<file path="src/rtl/mod_alu_seq_if.sv">
// ============================================================================
// Module   : mod_alu_seq_if
// Purpose  : Request/result handshake bundle for the sequential modular ALU.
// Revision : 1.0
// ============================================================================
`default_nettype none

interface mod_alu_seq_if #(
  parameter int WIDTH = 8
);
  logic             in_valid;
  logic             in_ready;
  logic [1:0]       op;
  logic [WIDTH-1:0] a;
  logic [WIDTH-1:0] b;
  logic             out_valid;
  logic             out_ready;
  logic [WIDTH-1:0] r;
  logic             err;

  modport master (
    output in_valid, op, a, b, out_ready,
    input  in_ready, out_valid, r, err
  );

  modport slave (
    input  in_valid, op, a, b, out_ready,
    output in_ready, out_valid, r, err
  );
endinterface

`default_nettype wire

</file>
<file path="src/rtl/mod_alu_seq.sv">
// ============================================================================
// Module   : mod_alu_seq
// Purpose  : Sequential mod-P ALU: ADD/SUB in one cycle, MUL bit-serial,
//            INV by binary extended Euclid.
// Revision : 1.0
// ============================================================================
`default_nettype none

module mod_alu_seq #(
  parameter int          WIDTH = 8,
  parameter int unsigned P     = 251
) (
  input  wire logic  clk,
  input  wire logic  rst,
  mod_alu_seq_if.slave bus
);

  localparam logic [WIDTH:0]   P_X   = (WIDTH+1)'(P);
  localparam logic [WIDTH-1:0] P_W   = WIDTH'(P);
  localparam int               CNT_W = $clog2(2*WIDTH+1);
  localparam logic [1:0]       OP_ADD = 2'b00;
  localparam logic [1:0]       OP_SUB = 2'b01;
  localparam logic [1:0]       OP_MUL = 2'b10;
  localparam logic [1:0]       OP_INV = 2'b11;

  typedef enum logic [1:0] {IDLE = 2'd0, CALC = 2'd1, DONE = 2'd2} state_t;

  state_t             state_q, state_d;
  logic [1:0]         op_q, op_d;
  logic [WIDTH-1:0]   a_q, a_d, b_q, b_d, acc_q, acc_d;
  logic [WIDTH-1:0]   u_q, u_d, v_q, v_d, x1_q, x1_d, x2_q, x2_d;
  logic [WIDTH-1:0]   r_q, r_d;
  logic [CNT_W-1:0]   cnt_q, cnt_d;
  logic               bad_q, bad_d, err_q, err_d;
  logic [WIDTH-1:0]   mul_step;

  function automatic logic [WIDTH-1:0] add_mod(input logic [WIDTH-1:0] x, input logic [WIDTH-1:0] y);
    logic [WIDTH:0] s;
    s = {1'b0, x} + {1'b0, y};
    if (s >= P_X) s = s - P_X;
    return s[WIDTH-1:0];
  endfunction

  function automatic logic [WIDTH-1:0] sub_mod(input logic [WIDTH-1:0] x, input logic [WIDTH-1:0] y);
    logic [WIDTH:0] d;
    d = {1'b0, x} - {1'b0, y};
    if (d[WIDTH]) d = d + P_X;
    return d[WIDTH-1:0];
  endfunction

  // x/2 mod P: an odd x is made even by adding the odd modulus first
  function automatic logic [WIDTH-1:0] half_mod(input logic [WIDTH-1:0] x);
    logic [WIDTH:0] t;
    t = {1'b0, x} + (x[0] ? P_X : '0);
    return t[WIDTH:1];
  endfunction

  assign mul_step = a_q[WIDTH-1] ? add_mod(add_mod(acc_q, acc_q), b_q)
                                 : add_mod(acc_q, acc_q);

  always_comb begin
    state_d = state_q;
    op_d    = op_q;
    a_d     = a_q;
    b_d     = b_q;
    acc_d   = acc_q;
    u_d     = u_q;
    v_d     = v_q;
    x1_d    = x1_q;
    x2_d    = x2_q;
    r_d     = r_q;
    cnt_d   = cnt_q;
    bad_d   = bad_q;
    err_d   = err_q;
    case (state_q)
      IDLE: begin
        if (bus.in_valid) begin
          state_d = CALC;
          op_d    = bus.op;
          a_d     = bus.a;
          b_d     = bus.b;
          bad_d   = (bus.a >= P_W) || ((bus.op != OP_INV) && (bus.b >= P_W)) ||
                    ((bus.op == OP_INV) && (bus.a == '0));
          acc_d   = '0;
          u_d     = bus.a;
          v_d     = P_W;
          x1_d    = WIDTH'(1);
          x2_d    = '0;
          cnt_d   = '0;
        end
      end
      CALC: begin
        cnt_d = cnt_q + 1'b1;
        err_d = 1'b0;
        if (bad_q) begin
          r_d     = '0;
          err_d   = 1'b1;
          state_d = DONE;
        end else begin
          case (op_q)
            OP_ADD: begin
              r_d     = add_mod(a_q, b_q);
              state_d = DONE;
            end
            OP_SUB: begin
              r_d     = sub_mod(a_q, b_q);
              state_d = DONE;
            end
            OP_MUL: begin
              acc_d = mul_step;
              a_d   = a_q << 1;
              if (cnt_q == CNT_W'(WIDTH-1)) begin
                r_d     = mul_step;
                state_d = DONE;
              end
            end
            default: begin
              // A subtraction always leaves an even value, so it is halved in
              // the same cycle; u*v then at least halves every step.
              if (u_q == WIDTH'(1)) begin
                r_d     = x1_q;
                state_d = DONE;
              end else if (v_q == WIDTH'(1)) begin
                r_d     = x2_q;
                state_d = DONE;
              end else if (!u_q[0]) begin
                u_d  = u_q >> 1;
                x1_d = half_mod(x1_q);
              end else if (!v_q[0]) begin
                v_d  = v_q >> 1;
                x2_d = half_mod(x2_q);
              end else if (u_q > v_q) begin
                u_d  = (u_q - v_q) >> 1;
                x1_d = half_mod(sub_mod(x1_q, x2_q));
              end else begin
                v_d  = (v_q - u_q) >> 1;
                x2_d = half_mod(sub_mod(x2_q, x1_q));
              end
            end
          endcase
        end
      end
      DONE: begin
        if (bus.out_ready) state_d = IDLE;
      end
      default: state_d = IDLE;
    endcase
  end

  always_ff @(posedge clk) begin
    if (rst) begin
      state_q <= IDLE;
      op_q    <= '0;
      a_q     <= '0;
      b_q     <= '0;
      acc_q   <= '0;
      u_q     <= '0;
      v_q     <= '0;
      x1_q    <= '0;
      x2_q    <= '0;
      r_q     <= '0;
      cnt_q   <= '0;
      bad_q   <= 1'b0;
      err_q   <= 1'b0;
    end else begin
      state_q <= state_d;
      op_q    <= op_d;
      a_q     <= a_d;
      b_q     <= b_d;
      acc_q   <= acc_d;
      u_q     <= u_d;
      v_q     <= v_d;
      x1_q    <= x1_d;
      x2_q    <= x2_d;
      r_q     <= r_d;
      cnt_q   <= cnt_d;
      bad_q   <= bad_d;
      err_q   <= err_d;
    end
  end

  assign bus.in_ready  = (state_q == IDLE);
  assign bus.out_valid = (state_q == DONE);
  assign bus.r         = r_q;
  assign bus.err       = err_q;

endmodule

`default_nettype wire

</file>
<file path="src/flat_wrapper.sv">
// flat-port wrapper written by rule: the top's interface ports become plain ports
module mod_alu_seq_flat 
#(
  parameter int          WIDTH = 8,
  parameter int unsigned P     = 251
)
  (clk, rst, bus_in_valid, bus_op, bus_a, bus_b, bus_out_ready, bus_in_ready, bus_out_valid, bus_r, bus_err);
  mod_alu_seq_if #(.WIDTH(WIDTH)) bus_i ();
  input  wire logic clk;
  input  wire logic rst;
  input wire logic [$bits(bus_i.in_valid)-1:0] bus_in_valid;
  input wire logic [$bits(bus_i.op)-1:0] bus_op;
  input wire logic [$bits(bus_i.a)-1:0] bus_a;
  input wire logic [$bits(bus_i.b)-1:0] bus_b;
  input wire logic [$bits(bus_i.out_ready)-1:0] bus_out_ready;
  output wire logic [$bits(bus_i.in_ready)-1:0] bus_in_ready;
  output wire logic [$bits(bus_i.out_valid)-1:0] bus_out_valid;
  output wire logic [$bits(bus_i.r)-1:0] bus_r;
  output wire logic [$bits(bus_i.err)-1:0] bus_err;
  assign bus_i.in_valid = bus_in_valid;
  assign bus_i.op = bus_op;
  assign bus_i.a = bus_a;
  assign bus_i.b = bus_b;
  assign bus_i.out_ready = bus_out_ready;
  assign bus_in_ready = bus_i.in_ready;
  assign bus_out_valid = bus_i.out_valid;
  assign bus_r = bus_i.r;
  assign bus_err = bus_i.err;
  mod_alu_seq #(.WIDTH(WIDTH), .P(P)) u_core (.clk(clk), .rst(rst), .bus(bus_i));
endmodule
</file>
<file path="config.mk">
export PLATFORM = sky130hd
export DESIGN_NAME = mod_alu_seq_flat
export DESIGN_NICKNAME = d
export VERILOG_FILES = /design/src/rtl/mod_alu_seq_if.sv /design/src/rtl/mod_alu_seq.sv /design/src/flat_wrapper.sv
export SDC_FILE = /design/constraint.sdc
export NUM_CORES = 1
export LEC_CHECK = 0
export BUFFER_PORTS_ARGS = -buffer_cell sky130_fd_sc_hd__buf_2
export CAP_MARGIN = 25
export CELL_PAD_IN_SITES_DETAIL_PLACEMENT = 1
export CELL_PAD_IN_SITES_GLOBAL_PLACEMENT = 2
export CORE_MARGIN = 10
export CORE_UTILIZATION = 38
export DETAILED_ROUTE_END_ITERATION = 10
export PLACE_DENSITY = 0.91
export REMOVE_ABC_BUFFERS = 1
export SYNTH_ARGS = -nofsm -noshare
export SYNTH_HDL_FRONTEND = slang
export SYNTH_SLANG_ARGS = --single-unit
export TNS_END_PERCENT = 100
</file>
<file path="constraint.sdc">
create_clock -name clk -period 6.5 [get_ports clk]
set_clock_uncertainty 0.2 [all_clocks]
set_input_delay 1.3 -clock clk [delete_from_list [all_inputs] [get_ports clk]]
set_output_delay 1.3 -clock clk [all_outputs]
set_load 0.02 [all_outputs]
</file>
==> results of run 1 <==
## tightest hold or removal path: cells and delay by family (launching register included)
kind               cells  cell delay [ns]
AOI/OAI and AO/OA      1             0.07
and+or+nand+nor        1             0.05
DFF                    1             0.33
## per-layer routing
metal	global-route usage, %	wire (um)	up-vias
met5	0	0	-
met1	26.3	12600	3710
met2	28.8	11200	108
met4	3.70	280	0
li1	-	-	3766
met3	2.59	782	19
## synth_stat cells (all sizes together) (4+ instances only)
cell type,count
o31a,4
dfxtp,75
nor4,8
or3,6
o21bai,5
ha,93
and2,5
mux2,5
a221oi,24
nand3,17
xor2,29
nor2b,15
nand2,78
nand2b,20
mux2i,10
a31oi,10
o211ai,10
and3,5
fa,7
nor3,22
xnor2,58
a22oi,12
or2,4
nand3b,7
nor3b,4
a211oi,23
a21o,31
o211a,4
buf,9
o21ai,42
inv,66
nor2,114
nand4,13
a21oi,97
o21a,8
a211o,4
clkbuf,32
a21boi,6
## power groups by stage
stage	Sequential [mW]	Clock, mW	Combinational [mW]
6_report	0.540	0.551	1.05
5_1_grt	0.545	0.579	1.17
4_1_cts	0.539	0.562	1.05
3_5_place_dp	0.550	0	1.04
3_3_place_gp	0.548	0	1.02
2_1_floorplan	0.536	0	0.786
## stage by stage
step,setup slack (ns),total power [mW]
6_report,1.54,2.14
5_1_grt,1.18,2.30
4_1_cts,1.55,2.15
3_5_place_dp,1.58,1.59
3_3_place_gp,1.67,1.57
2_1_floorplan,2.01,1.32
## logic make-up after synthesis
group	Yosys count
and+or+nand+nor	328
AOI/OAI and AO/OA	319
buffers and inverters	108
adders and majority gates	100
xor gates and xnor gates	87
DFF	75
muxes	15
## worst paths after layout
path,start,to,slack (ns),depth (start not counted)
setup / recovery,u_core.x1_q[0],u_core.x2_q[7],1.54,14
hold / removal,u_core.bus.r[4],u_core.bus.r[4],0.28,2
setup reg to reg,u_core.x1_q[0],u_core.x2_q[7],1.54,14
hold reg to reg,u_core.bus.r[4],u_core.bus.r[4],0.28,2
## cells in the final DEF, fill, tap and decap left out, drive strengths merged, types with 6 or more instances in the layout
master / netlist / layout
o21a: 8 / 8
nor2: 114 / 114
nand3b: 7 / 7
nand3: 17 / 17
buf: 9 / 38
a31oi: 10 / 10
a22oi: 12 / 12
xnor2: 58 / 58
clkbuf: 32 / 9
a21o: 31 / 31
or3: 6 / 6
o211ai: 10 / 10
o21ai: 42 / 42
a21boi: 6 / 6
fa: 7 / 7
a221oi: 24 / 24
inv: 66 / 72
a21oi: 97 / 97
mux2i: 10 / 10
nor2b: 15 / 15
nor3: 22 / 22
nand4: 13 / 13
nand2: 78 / 78
ha: 93 / 93
xor2: 29 / 29
dfxtp: 75 / 75
nand2b: 20 / 20
nor4: 8 / 8
a211oi: 23 / 23
## layout make-up
cell class,instances,share of cell area [%]
Tap cell,270,3.92
Inverter,66,2.87
Sequential cell,75,17.4
Multi-Input combinational cell,849,69.8
Clock buffer,9,2.61
Timing Repair Buffer,38,2.38
Clock inverter,7,1.04
## sequential cells by signal, indices dropped and copies added (netlist names)
name	flops
u_core.a_q	8
u_core.acc_q	8
u_core.b_q	8
u_core.bad_q	1
u_core.bus.err	1
u_core.bus.r	8
u_core.cnt_q	5
u_core.op_q	2
u_core.state_q	2
u_core.u_q	8
u_core.v_q	8
u_core.x1_q	8
u_core.x2_q	8
==> impl_metrics.yaml, run 1 <==
run_status:
  status: "finished, final reports clean"
placement:
  dp_hpwl_um: 19800
  dpl_cell_area_um2: 8310
  port_buffers: 32
  dp.cells: 1298
  routabilityCongestion: 0.866
cts:
  cts_inserted_buffers: 9
  ctsResizeCount: 0
  cts_tree: "done"
  clkSinkCount: 75
  cts-root-buf: "clkbuf_16"
  clockBufferDepth: 2
  clkTransAtPathRegs_ns: 0.07
  post-cts-setup-buffer-count: 0
  cts_hold_buf: 0
  htree_num_levels: 3
  clk_latency_ns: 0.36
layout:
  seq_area_um2: 1500
  multiInputGateArea_um2: 6020
  drive_gt1_share_pct: 8.05
  utilization_pct: 42.2
  fill_cells: 2562
  diodes: 0
  nets: 1161
  final_area_um2: 8630
  area_growth_pct: 8.12
  layout.cells.non_filler: 1314
sta:
  fin_crit_sh_pct: 76.2
  finalMaxSlewViolations: 0
  tightest_slew_ns: 1.18
  period_needed_ns: 4.96
  maxSlewHeadroom_pct: 20.6
  finalSetupViolations: 0
  max_clock_freq_mhz: 202
  hold_viol_final: 0
  finalSetupTns_ns: 0
  rsz0062_at_grt: "false"
  whs_ns: 0.281
power_and_ir_drop:
  power.leakage_nw: 3.59
  p_clk_share_pct: 25.7
  combPwrFrac_pct: 49.0
  power_density_nw_per_um2: 248
  swShare_pct: 42.7
  vdd_drop_max_mv: 0.149
  intPower_mw: 1.23
  p_sw_mw: 0.912
  pwr-share-seq_pct: 25.2
critical_path:
  crit_top_cell: "ha_1"
  critPathLaunchType: "flip-flop"
  cpPeakStageDelay_ns: 0.59
  cp_max_fo: 12
  arrival_ns: 4.99
  path_class: "reg2reg"
  path_cells: "ha_1 > inv_1 > fa_1 > a21o_1 > a221o_1 > a21o_4 > xor2_1 > ha_1 > nor3b_1 > a2111oi_2 > o21ai_1 > a2111o_1 > a32oi_1 > nor2_1"
  cp_num_buf_inv: 1
  cp_top_family: "compound AO/OA/AOI/OAI gates"
  endpoint_kind: "flip-flop"
  required_ns: 6.54
  cp_slowest_cell: "dfxtp_1"
global_route:
  antenna_found_initial: 0
  grt.total_usage_pct: 18.4
  grt_pass1_vias: 7479
  grt.overflow.total: 0
  grt_pass1_wl_um: 40500
  grt_max_degree: 48
die:
  dieHeight_um: 165
  coreArea_um2: 20400
  die_w_um: 165
  rows: 52
  start_util_pct: 39.1
  ios: 33
  die_area_um2: 27200
synthesis:
  synthXorXnorAreaFrac_pct: 9.74
  synth.top_cell.area_share_pct: 18.8
  yosysWarnings: 0
  syn_area_per_cell_um2: 7.73
  yosys-mux-area-fraction_pct: 1.96
  syn_inst: 1032
  synthFlopType: "dfxtp_1"
  synth-compound-area-share_pct: 27.5
  synthAdderAreaFrac_pct: 16.3
  synth_top_family_by_area: "compound AO/OA/AOI/OAI gates"
  synth-seq-cells: 75
  yosys-top-cells-area: "dfxtp_1 19%, ha_1 15%, xnor2_1 6.1%, a21oi_1 6.1%, nor2_1 5.4%"
  synth_edf_count: 0
  ys_async_sr_fraction_pct: 0
  yosysTopAreaCell: "dfxtp_1"
  synthesis.area_um2: 7980
  synth.distinct_cells: 84
  yosys.area_share.simple_pct: 19.8
  yosysSeqAreaShare_pct: 18.8
drt:
  wl_per_cell_um: 18.9
  drtAntennaViolNets: 0
  routed_via_density: 5.79
  num_vias: 7603
  dr.pass1.iters: 5
  drt_iter0_markers: 584
  drcViolationCount: 0
  drt-total-wl_um: 24900
flow_run:
  maxCapViolations: 0
worst_hold_path:
  hold_class: "reg2reg"
(Power assumes the default switching activity.)
==> run 2: changes to the inputs <==
ABC_AREA = 1   (was unset)
CORE_UTILIZATION = 33   (was 38)
PLACE_DENSITY = 0.88   (was 0.91)
clock period = 4 ns   (was 6.5 ns; I/O delays follow)
==> run 2 against run 1 <==
Against the previous run:
- synthesized cell count is 22% higher
- critical endpoint is now u_core.x1_q[5]
- total power is 94% higher
- critical path depth is 4 higher
- critical path type unchanged
- sequential share of layout area is 1.2 points lower
- clock power is 71% higher
==> impl_metrics.yaml, run 2 <==
run_status:
  status: "finished, final reports clean"
power_and_ir_drop:
  p_clk_share_pct: 22.7
  p_sw_mw: 1.92
  power_density_nw_per_um2: 448
  combPwrFrac_pct: 56.0
  swShare_pct: 46.2
  power.leakage_nw: 4.28
  pwr-share-seq_pct: 21.3
  intPower_mw: 2.23
  vdd_drop_max_mv: 0.389
critical_path:
  required_ns: 4.01
  critPathLaunchType: "flip-flop"
  cp_num_buf_inv: 3
  cp.depth: 18
  arrival_ns: 3.71
  path_class: "reg2reg"
  cpPeakStageDelay_ns: 0.40
  crit_top_cell: "nand2_1"
  cp_slowest_cell: "fa_1"
  cp_max_fo: 4
  r2r_cells: 18
  path_cells: "inv_1 > ha_1 > inv_1 > fa_1 > nand3_1 > nand2_1 > xor2_1 > nor3b_2 > xnor2_1 > ha_1 > nand2_1 > inv_1 > a221oi_1 > nand2_1 > nand2_1 > nand3_1 > nand2_1 > a21oi_1"
  endpoint_kind: "flip-flop"
  cp_top_family: "simple AND/OR/NAND/NOR gates"
synthesis:
  yosys.area_share.simple_pct: 31.2
  yosys-mux-area-fraction_pct: 0.375
  synth_commonest_cells: "268 x nand2_1, 155 x inv_1, 133 x a21oi_1"
  synthAdderAreaFrac_pct: 15.6
  synthXorXnorAreaFrac_pct: 6.81
  synth-compound-area-share_pct: 18.1
  synth-seq-cells: 75
  syn_inst: 1256
  synth_top_family_by_area: "simple AND/OR/NAND/NOR gates"
  synth.distinct_cells: 60
  yosysSeqAreaShare_pct: 18.0
  yosys-top-cells-area: "dfxtp_1 18%, ha_1 14%, nand2_1 12%, a21oi_1 8.0%, inv_1 7.0%"
  yosysTopAreaCell: "dfxtp_1"
  synthesis.area_um2: 8340
  synthFlopType: "dfxtp_1"
  synth_edf_count: 0
  ys_async_sr_fraction_pct: 0
  yosysMostFrequentCell: "nand2_1"
  yosysWarnings: 0
  syn_area_per_cell_um2: 6.64
  synth.top_cell.area_share_pct: 18.0
sta:
  tightest_slew_ns: 0.969
  finalWorstSetupSlack_ns: 0.303
  finalMaxSlewViolations: 0
  fin_crit_sh_pct: 92.4
  hold_viol_final: 0
  period_needed_ns: 3.70
  finalSetupViolations: 0
  maxSlewHeadroom_pct: 35.3
  max_clock_freq_mhz: 271
worst_hold_path:
  hold-path-cell-count: 2
  hold_class: "reg2reg"
layout:
  layout.cells.non_filler: 1619
  final_common_cell: "nand2_1"
  drive_gt1_share_pct: 13.1
  fill_cells: 3270
  final_cell_mix: "267 x nand2_1, 155 x inv_1, 131 x a21oi_1"
  area_growth_pct: 10.9
  nets: 1405
placement:
  port_buffers: 32
  dp.cells: 1602
  dp_hpwl_um: 22700
  dp_slack_ns: 0.246
  routabilityCongestion: 0.854
global_route:
  antenna_found_initial: 1
  grt.overflow.total: 0
  grt_max_degree: 49
  grt.total_usage_pct: 17.8
  grt_pass1_vias: 8844
  grt_pass1_wl_um: 46100
cts:
  cts-root-buf: "clkbuf_16"
  clockBufferDepth: 2
  cts_tree: "done"
  ctsResizeCount: 0
  clkTransAtPathRegs_ns: 0.06
  clk_latency_ns: 0.35
  htree_num_levels: 3
  clkSinkCount: 75
  cts_inserted_buffers: 9
  cts_hold_buf: 0
  post-cts-setup-buffer-count: 0
drt:
  wl_per_cell_um: 17.3
  drtAntennaViolNets: 0
  drcViolationCount: 0
  routed_via_density: 5.19
  dr.pass1.iters: 4
  drt-total-wl_um: 28000
  drt_iter0_markers: 333
  num_vias: 8405
die:
  die_w_um: 179
  rows: 58
  start_util_pct: 33.3
  die_area_um2: 32000
  ios: 33
  coreArea_um2: 25000
  dieHeight_um: 179
flow_run:
  maxCapViolations: 0
run 2: cells by family after synthesis:
logic type / Yosys count
AOI/OAI and AO/OA: 267
xor gates and xnor gates: 61
adders and majority gates: 100
buffers and inverters: 200
DFF: 75
muxes: 3
and+or+nand+nor: 550
run 2: worst min-delay path, stage by stage (launching register included):
cell	delay [ns]
dfxtp_1	0.31
nand2_1	0.06
a21oi_1	0.05
run 2: final cells by class:
cell class                      count  area (um^2)  share of cell area (%)
Antenna cell                        1         2.50                  0.0271
Clock buffer                       11          253                    2.73
Clock inverter                      5         82.6                   0.893
Inverter                          169          639                    6.91
Multi-Input combinational cell    981         6080                    65.8
Sequential cell                    75         1500                    16.2
Tap cell                          330          413                    4.46
Timing Repair Buffer               47          273                    2.95
run 2: worst paths after layout:
path	slack (ns)	from	endpoint
worst max-delay path	0.30	u_core.x1_q[0]	u_core.x1_q[5]
worst min-delay path	0.27	u_core.bus.r[4]	u_core.bus.r[4]
worst max register to register	0.30	u_core.x1_q[0]	u_core.x1_q[5]
worst min register to register	0.27	u_core.bus.r[4]	u_core.bus.r[4]
run 2: per-stage QoR:
stage	cell area [um^2]	setup TNS, ns	total power [mW]	hold slack (ns)	utilization (%)
after floorplan	8160	0	2.57	0.235	-
after global placement	8850	0	3.12	0.250	35.3
after detailed placement	8850	0	3.16	0.257	35.3
after CTS	9180	0	4.13	0.267	36.7
after global routing	9250	-0.0498	4.51	0.286	36.9
final	9250	0	4.14	0.265	36.9
run 2: metal layers:
| layer | routed length (um) | share of wire [%] | track usage, % | vias to the layer above |
|---|---|---|---|---|
| met1 | 12600 | 45 | 21.6 | 4031 |
| met4 | 607 | 2.2 | 4.99 | 0 |
| met5 | 0 | 0 | 0 | - |
| met2 | 13900 | 50 | 31.6 | 114 |
| li1 | - | - | - | 4226 |
| met3 | 866 | 3.1 | 2.80 | 34 |
run 2: power groups by stage:
stage	registers, mW	logic (mW)	clock network [mW]
floorplan	0.884	1.68	0
finish	0.882	2.32	0.942
CTS	0.881	2.29	0.964
detailed placement	0.897	2.27	0
global placement	0.895	2.22	0
global route	0.890	2.62	1.00
